$ cat src/rtl/instruction_encoder_pkg.sv
`default_nettype none
// ============================================================================
// Module : instruction_encoder_pkg
// Brief  : Shared format codes, RV32 opcodes and encoder FSM states.
// Rev    : 1.0 - initial release
// ============================================================================
package instruction_encoder_pkg;

    localparam logic [2:0] c_fmt_r = 3'd0;
    localparam logic [2:0] c_fmt_i = 3'd1;
    localparam logic [2:0] c_fmt_s = 3'd2;
    localparam logic [2:0] c_fmt_b = 3'd3;
    localparam logic [2:0] c_fmt_u = 3'd4;
    localparam logic [2:0] c_fmt_j = 3'd5;

    localparam logic [6:0] c_op_r    = 7'b0110011;
    localparam logic [6:0] c_op_i    = 7'b0010011;
    localparam logic [6:0] c_op_load = 7'b0000011;
    localparam logic [6:0] c_op_s    = 7'b0100011;
    localparam logic [6:0] c_op_b    = 7'b1100011;
    localparam logic [6:0] c_op_j    = 7'b1101111;
    localparam logic [6:0] c_op_u    = 7'b0110111;

    typedef enum logic [1:0] {
        ST_IDLE  = 2'd0,
        ST_RUN   = 2'd1,
        ST_WRITE = 2'd2
    } state_t;

    // Codes 6 and 7 carry no encoding.
    function automatic logic fmt_illegal(input logic [2:0] fmt);
        return fmt > c_fmt_j;
    endfunction

endpackage
`default_nettype wire

$ cat src/rtl/instruction_encoder_packer.sv
`default_nettype none
// ============================================================================
// Module : instr_field_packer
// Brief  : Combinational RV32 field packer; flags illegal bundles.
// Rev    : 1.0 - initial release
// ============================================================================
module instr_field_packer
    import instruction_encoder_pkg::*;
#(
    parameter int INSTRUCTION_SIZE = 32
) (
    input  logic [2:0]                  i_format,
    input  logic [6:0]                  i_op_code,
    input  logic [4:0]                  i_rd,
    input  logic [4:0]                  i_rs1,
    input  logic [4:0]                  i_rs2,
    input  logic [2:0]                  i_funct3,
    input  logic [6:0]                  i_funct7,
    input  logic [31:0]                 i_imm,
    output logic [INSTRUCTION_SIZE-1:0] o_word,
    output logic                        o_illegal
);

    logic [31:0] w_word;

    always_comb begin
        w_word = 32'd0;
        case (i_format)
            c_fmt_r: w_word = {i_funct7, i_rs2, i_rs1, i_funct3, i_rd, i_op_code};
            c_fmt_i: w_word = {i_imm[11:0], i_rs1, i_funct3, i_rd, i_op_code};
            c_fmt_s: w_word = {i_imm[11:5], i_rs2, i_rs1, i_funct3, i_imm[4:0], i_op_code};
            c_fmt_b: w_word = {i_imm[12], i_imm[10:5], i_rs2, i_rs1, i_funct3,
                               i_imm[4:1], i_imm[11], i_op_code};
            c_fmt_u: w_word = {i_imm[31:12], i_rd, i_op_code};
            c_fmt_j: w_word = {i_imm[20], i_imm[10:1], i_imm[11], i_imm[19:12],
                               i_rd, i_op_code};
            default: w_word = 32'd0;
        endcase
    end

    // Branch and jump offsets are halfword-granular; bit 0 cannot be encoded.
    assign o_illegal = fmt_illegal(i_format) ||
                       (((i_format == c_fmt_b) || (i_format == c_fmt_j)) && i_imm[0]);

    generate
        if (INSTRUCTION_SIZE == 32) begin : g_exact
            assign o_word = w_word;
        end else begin : g_pad
            assign o_word = {{(INSTRUCTION_SIZE-32){1'b0}}, w_word};
        end
    endgenerate

endmodule
`default_nettype wire

$ cat src/rtl/instruction_encoder.sv
`default_nettype none
// ============================================================================
// Module : instruction_encoder
// Brief  : Accepts field bundles, encodes them and streams words to memory.
// Rev    : 1.0 - initial release
// ============================================================================
module instruction_encoder
    import instruction_encoder_pkg::*;
#(
    parameter int WORDSIZE         = 64,
    parameter int INSTRUCTION_SIZE = 32
) (
    input  logic                        clk,
    input  logic                        rst,
    input  logic                        start,
    input  logic                        stop,
    input  logic [WORDSIZE-1:0]         base_addr,
    input  logic                        in_valid,
    output logic                        in_ready,
    input  logic [2:0]                  in_format,
    input  logic [6:0]                  in_op_code,
    input  logic [4:0]                  in_rd,
    input  logic [4:0]                  in_rs1,
    input  logic [4:0]                  in_rs2,
    input  logic [2:0]                  in_funct3,
    input  logic [6:0]                  in_funct7,
    input  logic [WORDSIZE-1:0]         in_immediate,
    output logic                        im_write_en,
    output logic [WORDSIZE-1:0]         im_addr,
    output logic [INSTRUCTION_SIZE-1:0] im_data,
    input  logic                        im_ready,
    output logic                        busy,
    output logic [15:0]                 words_written,
    output logic                        err
);

    state_t                      r_state, w_next_state;
    logic [WORDSIZE-1:0]         r_addr;
    logic [INSTRUCTION_SIZE-1:0] r_data;
    logic [15:0]                 r_count;
    logic                        r_err;
    logic                        r_stop_pend, w_stop_pend_next;
    logic                        w_reload, w_accept, w_reject, w_done;
    logic [INSTRUCTION_SIZE-1:0] w_word;
    logic                        w_illegal;

    instr_field_packer #(
        .INSTRUCTION_SIZE(INSTRUCTION_SIZE)
    ) u_packer (
        .i_format (in_format),
        .i_op_code(in_op_code),
        .i_rd     (in_rd),
        .i_rs1    (in_rs1),
        .i_rs2    (in_rs2),
        .i_funct3 (in_funct3),
        .i_funct7 (in_funct7),
        .i_imm    (in_immediate[31:0]),
        .o_word   (w_word),
        .o_illegal(w_illegal)
    );

    // Immediate bits above 31 never reach an encoding.
    generate
        if (WORDSIZE > 32) begin : g_imm_hi
            logic w_unused_imm_hi;
            assign w_unused_imm_hi = ^in_immediate[WORDSIZE-1:32];
        end
    endgenerate

    always_ff @(posedge clk) begin
        if (rst) r_state <= ST_IDLE;
        else     r_state <= w_next_state;
    end

    always_comb begin
        w_next_state     = r_state;
        w_stop_pend_next = r_stop_pend;
        w_reload         = 1'b0;
        w_accept         = 1'b0;
        w_reject         = 1'b0;
        w_done           = 1'b0;
        case (r_state)
            ST_IDLE: begin
                if (start) begin
                    w_reload     = 1'b1;
                    w_next_state = ST_RUN;
                end
            end
            ST_RUN: begin
                if (start) begin
                    w_reload     = 1'b1;
                end else if (stop) begin
                    w_next_state = ST_IDLE;
                end else if (in_valid) begin
                    if (w_illegal) begin
                        w_reject     = 1'b1;
                    end else begin
                        w_accept     = 1'b1;
                        w_next_state = ST_WRITE;
                    end
                end
            end
            ST_WRITE: begin
                if (start) begin
                    w_reload     = 1'b1;
                    w_next_state = ST_RUN;
                end else if (im_ready) begin
                    w_done           = 1'b1;
                    w_stop_pend_next = 1'b0;
                    w_next_state     = (r_stop_pend || stop) ? ST_IDLE : ST_RUN;
                end else if (stop) begin
                    w_stop_pend_next = 1'b1;
                end
            end
            default: w_next_state = ST_IDLE;
        endcase
        if (w_reload) w_stop_pend_next = 1'b0;
    end

    always_ff @(posedge clk) begin
        if (rst) begin
            r_addr      <= '0;
            r_data      <= '0;
            r_count     <= '0;
            r_err       <= 1'b0;
            r_stop_pend <= 1'b0;
        end else begin
            r_stop_pend <= w_stop_pend_next;
            if (w_reload) begin
                r_addr  <= base_addr;
                r_count <= '0;
                r_err   <= 1'b0;
            end else begin
                if (w_accept) r_data <= w_word;
                if (w_reject) r_err  <= 1'b1;
                if (w_done) begin
                    r_addr <= r_addr + WORDSIZE'(4);
                    if (r_count != 16'hFFFF) r_count <= r_count + 16'd1;
                end
            end
        end
    end

    assign in_ready      = (r_state == ST_RUN);
    assign busy          = (r_state != ST_IDLE);
    assign im_write_en   = (r_state == ST_WRITE);
    assign im_addr       = r_addr;
    assign im_data       = r_data;
    assign words_written = r_count;
    assign err           = r_err;

endmodule
`default_nettype wire

$ cat config.mk
export PLATFORM = sky130hd
export DESIGN_NAME = instruction_encoder
export DESIGN_NICKNAME = d
export VERILOG_FILES = /design/src/rtl/instruction_encoder_pkg.sv /design/src/rtl/instruction_encoder_packer.sv /design/src/rtl/instruction_encoder.sv
export SDC_FILE = /design/constraint.sdc
export NUM_CORES = 1
export LEC_CHECK = 0
export ABC_AREA = 1
export CAP_MARGIN = 20
export CELL_PAD_IN_SITES_DETAIL_PLACEMENT = 1
export CELL_PAD_IN_SITES_GLOBAL_PLACEMENT = 2
export CORE_ASPECT_RATIO = 1.5
export CORE_UTILIZATION = 22
export CTS_BUF_LIST = sky130_fd_sc_hd__clkbuf_8 sky130_fd_sc_hd__clkbuf_16
export CTS_CLUSTER_SIZE = 25
export DETAILED_ROUTE_END_ITERATION = 8
export PLACE_DENSITY = 0.8
export SLEW_MARGIN = 20
export SYNTH_ARGS = -nofsm -noshare
export SYNTH_HDL_FRONTEND = slang
export SYNTH_SLANG_ARGS = --single-unit
$ cat constraint.sdc
create_clock -name clk -period 1.9 [get_ports clk]
set_input_delay 0.38 -clock clk [delete_from_list [all_inputs] [get_ports clk]]
set_output_delay 0.38 -clock clk [all_outputs]
set_load 0.02 [all_outputs]
==> flow_metrics.py, run 1 <==
metrics = {
    "setup_path": {
        "timing.setup.critical_path_class": "reg2out",
        "timing.critical_path.to_type": "primary output",
        "worst_path_max_delay_cell": "clkdlybuf4s50_1",
        "timing.critical_path.max_delay_family": "buffers and inverters",
        "timing.critical_path.slowest_cell_delay_ps": 630,
        "worst-endpoint-required_ps": 1520,
        "cell_breakdown_of_the_critical_path": "clkdlybuf4s50_1",
        "worst_setup_sp_type": "flop",
        "critical_path.n_buffers_inverters": 1,
        "worst-endpoint-arrival_ps": 1480,
        "crit_fanout": 5,
    },
    "cells_and_area": {
        "insertedDiodeCount": 0,
        "fin_nets": 1992,
        "final_core_utilization_pct": 38.1,
        "final_cells": 2307,
        "nFillCells": 4635,
        "area.growth.synth_to_final_pct": 70.8,
        "final_layout_size_suffix_gt1_share_pct": 20.4,
    },
    "power_and_ir_drop": {
        "power_per_cell_area_mw_per_mm2": 572,
        "seq_power_share_pct": 34.6,
        "switching_power_mw": 2.28,
        "p_leak_nw": 5.88,
        "power.switching_fraction_pct": 29.7,
        "cellInternalPower_mw": 5.38,
        "p_comb_share_pct": 19.8,
        "pwr-share-clk_pct": 45.6,
        "worst_ir_drop_vdd_mv": 0.428,
    },
    "place": {
        "portBuffers": 252,
        "detailed_place_hpwl_um": 33600,
        "pre_cts_slack_ps": -326,
        "routabilityCongestion": 0.976,
        "placed_cell_count": 2271,
    },
    "sta": {
        "setup-violations-final": 0,
        "worst_setup_margin_ps": 36.0,
        "timing.final.crit_share_pct": 98.1,
        "clock_skew_ps": 8.27,
        "holdWs_ps": 447,
        "rsz0062_at_grt": "true",
        "timing.final.hold_violations": 0,
        "post-route-min-period_ps": 1860,
        "max_clock_freq_ghz": 0.536,
        "relSlewSlack_pct": 61.5,
        "tightestPinTransition_ps": 577,
        "timing_max_transition_violations_final": 0,
    },
    "global_route": {
        "grt_start_max_net_pins": 48,
        "grt_pass1_vias": 11300,
        "antenna_found_initial": 0,
        "grt_remaining_overflow": 0,
        "grt_pass1_wl_um": 62600,
        "gr-usage-all-layers_pct": 22.9,
    },
    "detailed_routing": {
        "post-route-drc-count": 0,
        "via_count": 10600,
        "total_wire_length_um": 41000,
        "route.detailed.wl_per_inst_um": 17.8,
        "detail_route.iter0.violations": 339,
        "ant_nets": 0,
        "drt_pre_antenna_iters": 4,
        "detail_route.vias_per_cell": 4.61,
    },
    "floorplan": {
        "initial_core_util_pct": 22.3,
        "die-height_um": 233,
        "total_core_area_mm2": 0.0351,
        "die_x_um": 156,
        "num_rows": 84,
        "top_level_ports": 285,
        "dieArea_mm2": 0.0364,
    },
    "synth": {
        "synth.yosys.seq_area_share_pct": 29.6,
        "syn-instance-count": 1370,
        "syn_nets": 1541,
        "ys.warnings.count": 0,
        "number_of_register_bits_inferred_by_synthesis": 116,
        "count_of_unique_library_cells_instantiated_by_yosys": 38,
        "synth_cell_area_mm2": 0.00784,
        "avgSynthCellArea_um2": 5.72,
    },
    "clock_network": {
        "clkTransAtPathRegs_ps": 70,
        "worst_skew_pair.late_latency_ps": 440,
        "cts_max_level": 4,
        "clock_tree.root_cell": "clkbuf_16",
        "tritoncts.num_buffers": 17,
        "clock_tree.buffer_depth": 2,
        "postCtsHoldBufs": 0,
        "cts_tree": "yes",
        "clkSinkCount": 116,
    },
    "status": {
        "status": "finished, final reports clean",
    },
    "worst_hold_path": {
        "hold_path.class": "reg2reg",
    },
    "job": {
        "timing.max_cap.violations": 0,
    },
}
per-stage QoR:
step           setup TNS [ps]  total power, mW  cell area [µm²]
4_1_cts                 -16.9             7.75            13200
5_1_grt                 -42.3             7.97            13400
3_3_place_gp           -18210             4.26            12600
6_report                    0             7.66            13400
2_1_floorplan               0             3.28             7840
3_5_place_dp           -25340             4.29            12600
cell type report:
cell class | count | area [µm²] | area share (%)
inverter | 147 | 552 | 4.12
clock inverter | 14 | 176 | 1.32
sequential | 116 | 2350 | 17.6
multi-input combinational | 1056 | 4930 | 36.9
tap | 473 | 592 | 4.42
timing repair buffer | 483 | 4340 | 32.4
clock buffer | 18 | 439 | 3.28
worst register-to-register path, delay by kind of cell, from the launching register on:
family / cells / cell delay [ps]
flip-flops: 1 / 330
AND/OR/NAND/NOR: 7 / 960
AO/OA/AOI/OAI: 1 / 120
adder cells (fa/ha/maj): 1 / 200
buffers and inverters: 1 / 150
cells in the mapped netlist, drive strengths merged:
cell type	instances	share of area (%)
nor2	248	13
clkinv	2	0.096
nor4	3	0.24
nand4	23	1.8
dfxtp	116	30
nor3b	3	0.29
ha	2	0.32
o21bai	2	0.19
o21ai	41	2.6
clkbuf	19	0.91
or2	2	0.16
and2	1	0.080
nand2	432	21
o211ai	13	1.2
inv	145	6.9
xor2	5	0.56
xnor2	1	0.11
buf	32	2.4
nand3	155	9.9
a31oi	9	0.72
a22o	4	0.45
a22oi	2	0.19
o221ai	1	0.11
nor3	21	1.5
a21oi	88	5.7
layout by cell type (no fill, tap or decap), drive strengths merged:
master and count:
nand2 432, nor2 248, buf 232, clkdlybuf4s50 177, nand3 155, inv 147
dfxtp 116, a21oi 88, dlygate4sd2 70, o21ai 41, nand4 23, nor3 21
clkbuf 19, o211ai 13, a31oi 9, clkinv 9, xor2 5, a22o 4
nor3b 3, nor4 3, bufinv 3, dlymetal6s2s 3, o21bai 2, a22oi 2
ha 2, clkinvlp 2, or2 2, o221ai 1, and2 1, xnor2 1
state kept, by name, indices dropped and copies added (netlist names):
signal,count
err,1
r_state,2
im_data,32
r_stop_pend,1
im_addr,64
words_written,16
worst paths after layout:
kind,from,endpoint,slack [ps],depth (start not counted)
worst max-delay path,words_written[11],words_written[11],40,1
worst min-delay path,im_data[3],im_data[3],450,2
worst max register to register,im_addr[3],im_addr[62],60,10
worst min register to register,im_data[3],im_data[3],450,2
timing repair:
action / CTS / global route
endpoints found under the hold margin: 0 / 0
pin swaps: 2 / 10
resized for setup: 103 / 74
setup buffers: 0 / 4
setup endpoints to repair: 95 / 57
layer usage:
metal / routed length, µm / track usage [%] / up-vias
li1: - / - / 5288
met2: 22300 / 44.9 / 289
met4: 1430 / 9.56 / 0
met1: 15000 / 22.7 / 4992
met5: 0 / 0 / -
met3: 2320 / 5.10 / 66
power by group through the flow:
stage	logic (mW)	registers, mW	clock network [mW]
after floorplan	0.493	2.79	0
after global placement	1.56	2.69	0
after detailed placement	1.59	2.70	0
after CTS	1.54	2.65	3.56
after global routing	1.66	2.66	3.65
final	1.52	2.65	3.49
cell families after synthesis:
logic type / Yosys count / share of synthesized area [%]
AND/OR/NAND/NOR: 888 / 47.8
buffers and inverters: 198 / 10.3
AO/OA/AOI/OAI: 160 / 11.2
flip-flops: 116 / 29.6
XOR/XNOR: 6 / 0.671
adder cells (fa/ha/maj): 2 / 0.319
Note: power is estimated with default switching activity, not from simulation.
==> run 2: changes to the inputs <==
Settings changed: CTS_CLUSTER_SIZE 25 to not set, SKIP_CTS_REPAIR_TIMING set to 1.
==> run 2 against run 1 <==
Compared with the run above:
- critical path depth stayed put
- maximum frequency is 0.42% lower
- sequential power hardly changed
- clock-buffer cell count stayed put
- sequential share of layout area is 0.38 points lower
- setup slack worse by 7.8 ps
- largest cell class unchanged
==> flow_metrics.py, run 2 (synthesis gave the netlist of run 1 again) <==
metrics = {
    "cells_and_area": {
        "max_reg_flops": 64,
        "final_layout_size_suffix_gt1_share_pct": 20.7,
        "area.growth.synth_to_final_pct": 74.5,
        "final_cells": 2308,
        "final_core_utilization_pct": 39.0,
        "insertedDiodeCount": 0,
        "layout.cells.most_common": "nand2_1",
        "fin_nets": 1993,
        "mostFrequentLayoutCells": "414 x nand2_1, 217 x buf_4, 194 x nor2_1, 178 x clkdlybuf4s50_1, 152 x nand3_1",
    },
    "detailed_routing": {
        "route.detailed.wl_per_inst_um": 17.8,
        "post-route-drc-count": 0,
        "detail_route.iter0.violations": 300,
        "via_count": 10700,
        "detail_route.vias_per_cell": 4.63,
        "ant_nets": 0,
        "drt_pre_antenna_iters": 4,
        "total_wire_length_um": 41200,
    },
    "clock_network": {
        "cts_max_level": 4,
        "tritoncts.num_buffers": 17,
        "worst_skew_pair.late_latency_ps": 440,
        "cts_tree": "yes",
        "clkTransAtPathRegs_ps": 70,
        "clock_tree.buffer_depth": 2,
        "clock_tree.root_cell": "clkbuf_16",
        "clkSinkCount": 116,
    },
    "setup_path": {
        "timing.critical_path.max_delay_family": "buffers and inverters",
        "worst-endpoint-arrival_ps": 1490,
        "cell_breakdown_of_the_critical_path": "clkdlybuf4s50_1",
        "timing.critical_path.to_type": "primary output",
        "r2r_start": "im_addr[2]",
        "timing.critical_path.slowest_cell_delay_ps": 630,
        "reg2reg_depth": 10,
        "timing.setup.critical_path_class": "reg2out",
        "wp_depth": 1,
        "crit_fanout": 5,
        "timing.reg2reg.setup_slack_ps": 80,
        "worst_path_max_delay_cell": "clkdlybuf4s50_1",
        "critical_path.n_buffers_inverters": 1,
        "worst_setup_sp_type": "flop",
        "worst-endpoint-required_ps": 1520,
        "crit_start": "words_written[11]",
        "timing.rr.end": "im_addr[62]",
    },
    "place": {
        "pre_cts_slack_ps": -326,
        "routabilityCongestion": 0.976,
        "detailed_place_hpwl_um": 33600,
        "portBuffers": 252,
        "placed_cell_count": 2271,
    },
    "floorplan": {
        "top_level_ports": 285,
        "num_rows": 84,
        "die_x_um": 156,
        "initial_core_util_pct": 22.3,
        "dieArea_mm2": 0.0364,
        "total_core_area_mm2": 0.0351,
        "die-height_um": 233,
    },
    "power_and_ir_drop": {
        "power.switching_fraction_pct": 29.6,
        "worst_ir_drop_vdd_mv": 0.426,
        "p_leak_nw": 6.76,
        "pwr-share-clk_pct": 45.3,
        "power_per_cell_area_mw_per_mm2": 564,
        "p_comb_share_pct": 20.3,
        "seq_power_share_pct": 34.4,
        "cellInternalPower_mw": 5.43,
        "switching_power_mw": 2.28,
    },
    "global_route": {
        "gr-usage-all-layers_pct": 22.8,
        "grt_start_max_net_pins": 48,
        "grt_pass1_wl_um": 62400,
        "grt_pass1_vias": 11300,
        "grt_remaining_overflow": 0,
        "antenna_found_initial": 0,
    },
    "sta": {
        "timing_max_transition_violations_final": 0,
        "rsz0062_at_grt": "true",
        "tightestPinTransition_ps": 576,
        "max_clock_freq_ghz": 0.534,
        "finalSetupTns_ps": 0,
        "timing.final.hold_violations": 0,
        "clock_skew_ps": 8.30,
        "worst_setup_margin_ps": 28.1,
        "setup-violations-final": 0,
        "post-route-min-period_ps": 1870,
        "timing.final.crit_share_pct": 98.5,
        "relSlewSlack_pct": 61.6,
    },
    "worst_hold_path": {
        "min_delay_path_depth": 2,
        "timing.hold.worst.start": "im_data[3]",
        "hold_path.class": "reg2reg",
        "hold_path_end": "im_data[3]",
    },
    "status": {
        "status": "finished, final reports clean",
    },
    "job": {
        "timing.max_cap.violations": 0,
    },
}
[run 2: cell count changes in the layout (fill, tap and decap cells not counted), moves of 2 or more]
| cell | previous run | this run |
|---|---|---|
| dlymetal6s2s_1 | 3 | 73 |
| o21ai_0 | 35 | 32 |
| nor2_1 | 197 | 194 |
| nor2_2 | 32 | 36 |
| o21ai_1 | 5 | 7 |
| dlygate4sd2_1 | 70 | 0 |
[run 2: how the worst max path moves through the flow]
stage | end | slack (ps)
finish | words_written[11] | 30
global route | im_addr[28] | -20
CTS | in_ready | -320
detailed placement | im_addr[6] | -330
global placement | im_addr[6] | -280
floorplan | words_written[11] | 80
[run 2: power groups by stage]
stage	clock network [mW]	registers (mW)	logic, mW
final	3.49	2.65	1.57
after global routing	3.65	2.66	1.70
after CTS	3.56	2.64	1.60
after detailed placement	0	2.70	1.59
after global placement	0	2.69	1.56
after floorplan	0	2.79	0.493
[run 2: layout make-up]
type                       count  area (µm²)
clock buffer                  18         439
clock inverter                14         176
fill                        4581       21400
inverter                     147         552
multi-input combinational   1056        4950
sequential                   116        2350
tap                          473         592
timing repair buffer         484        4610
[run 2: layer usage]
metal / global-route usage (%) / vias up / part of all wire [%]
li1: - / 5284 / -
met1: 22.7 / 5061 / 37
met2: 44.8 / 274 / 54
met3: 5.03 / 61 / 5.2
met4: 9.47 / 0 / 3.3
met5: 0 / - / 0
[run 2: per-stage QoR]
stage	power, mW	hold slack (ps)	instance area, µm²
6_report	7.71	447	13700
5_1_grt	8.01	464	13700
4_1_cts	7.80	448	13200
3_5_place_dp	4.29	440	12600
3_3_place_gp	4.26	433	12600
2_1_floorplan	3.28	487	7840
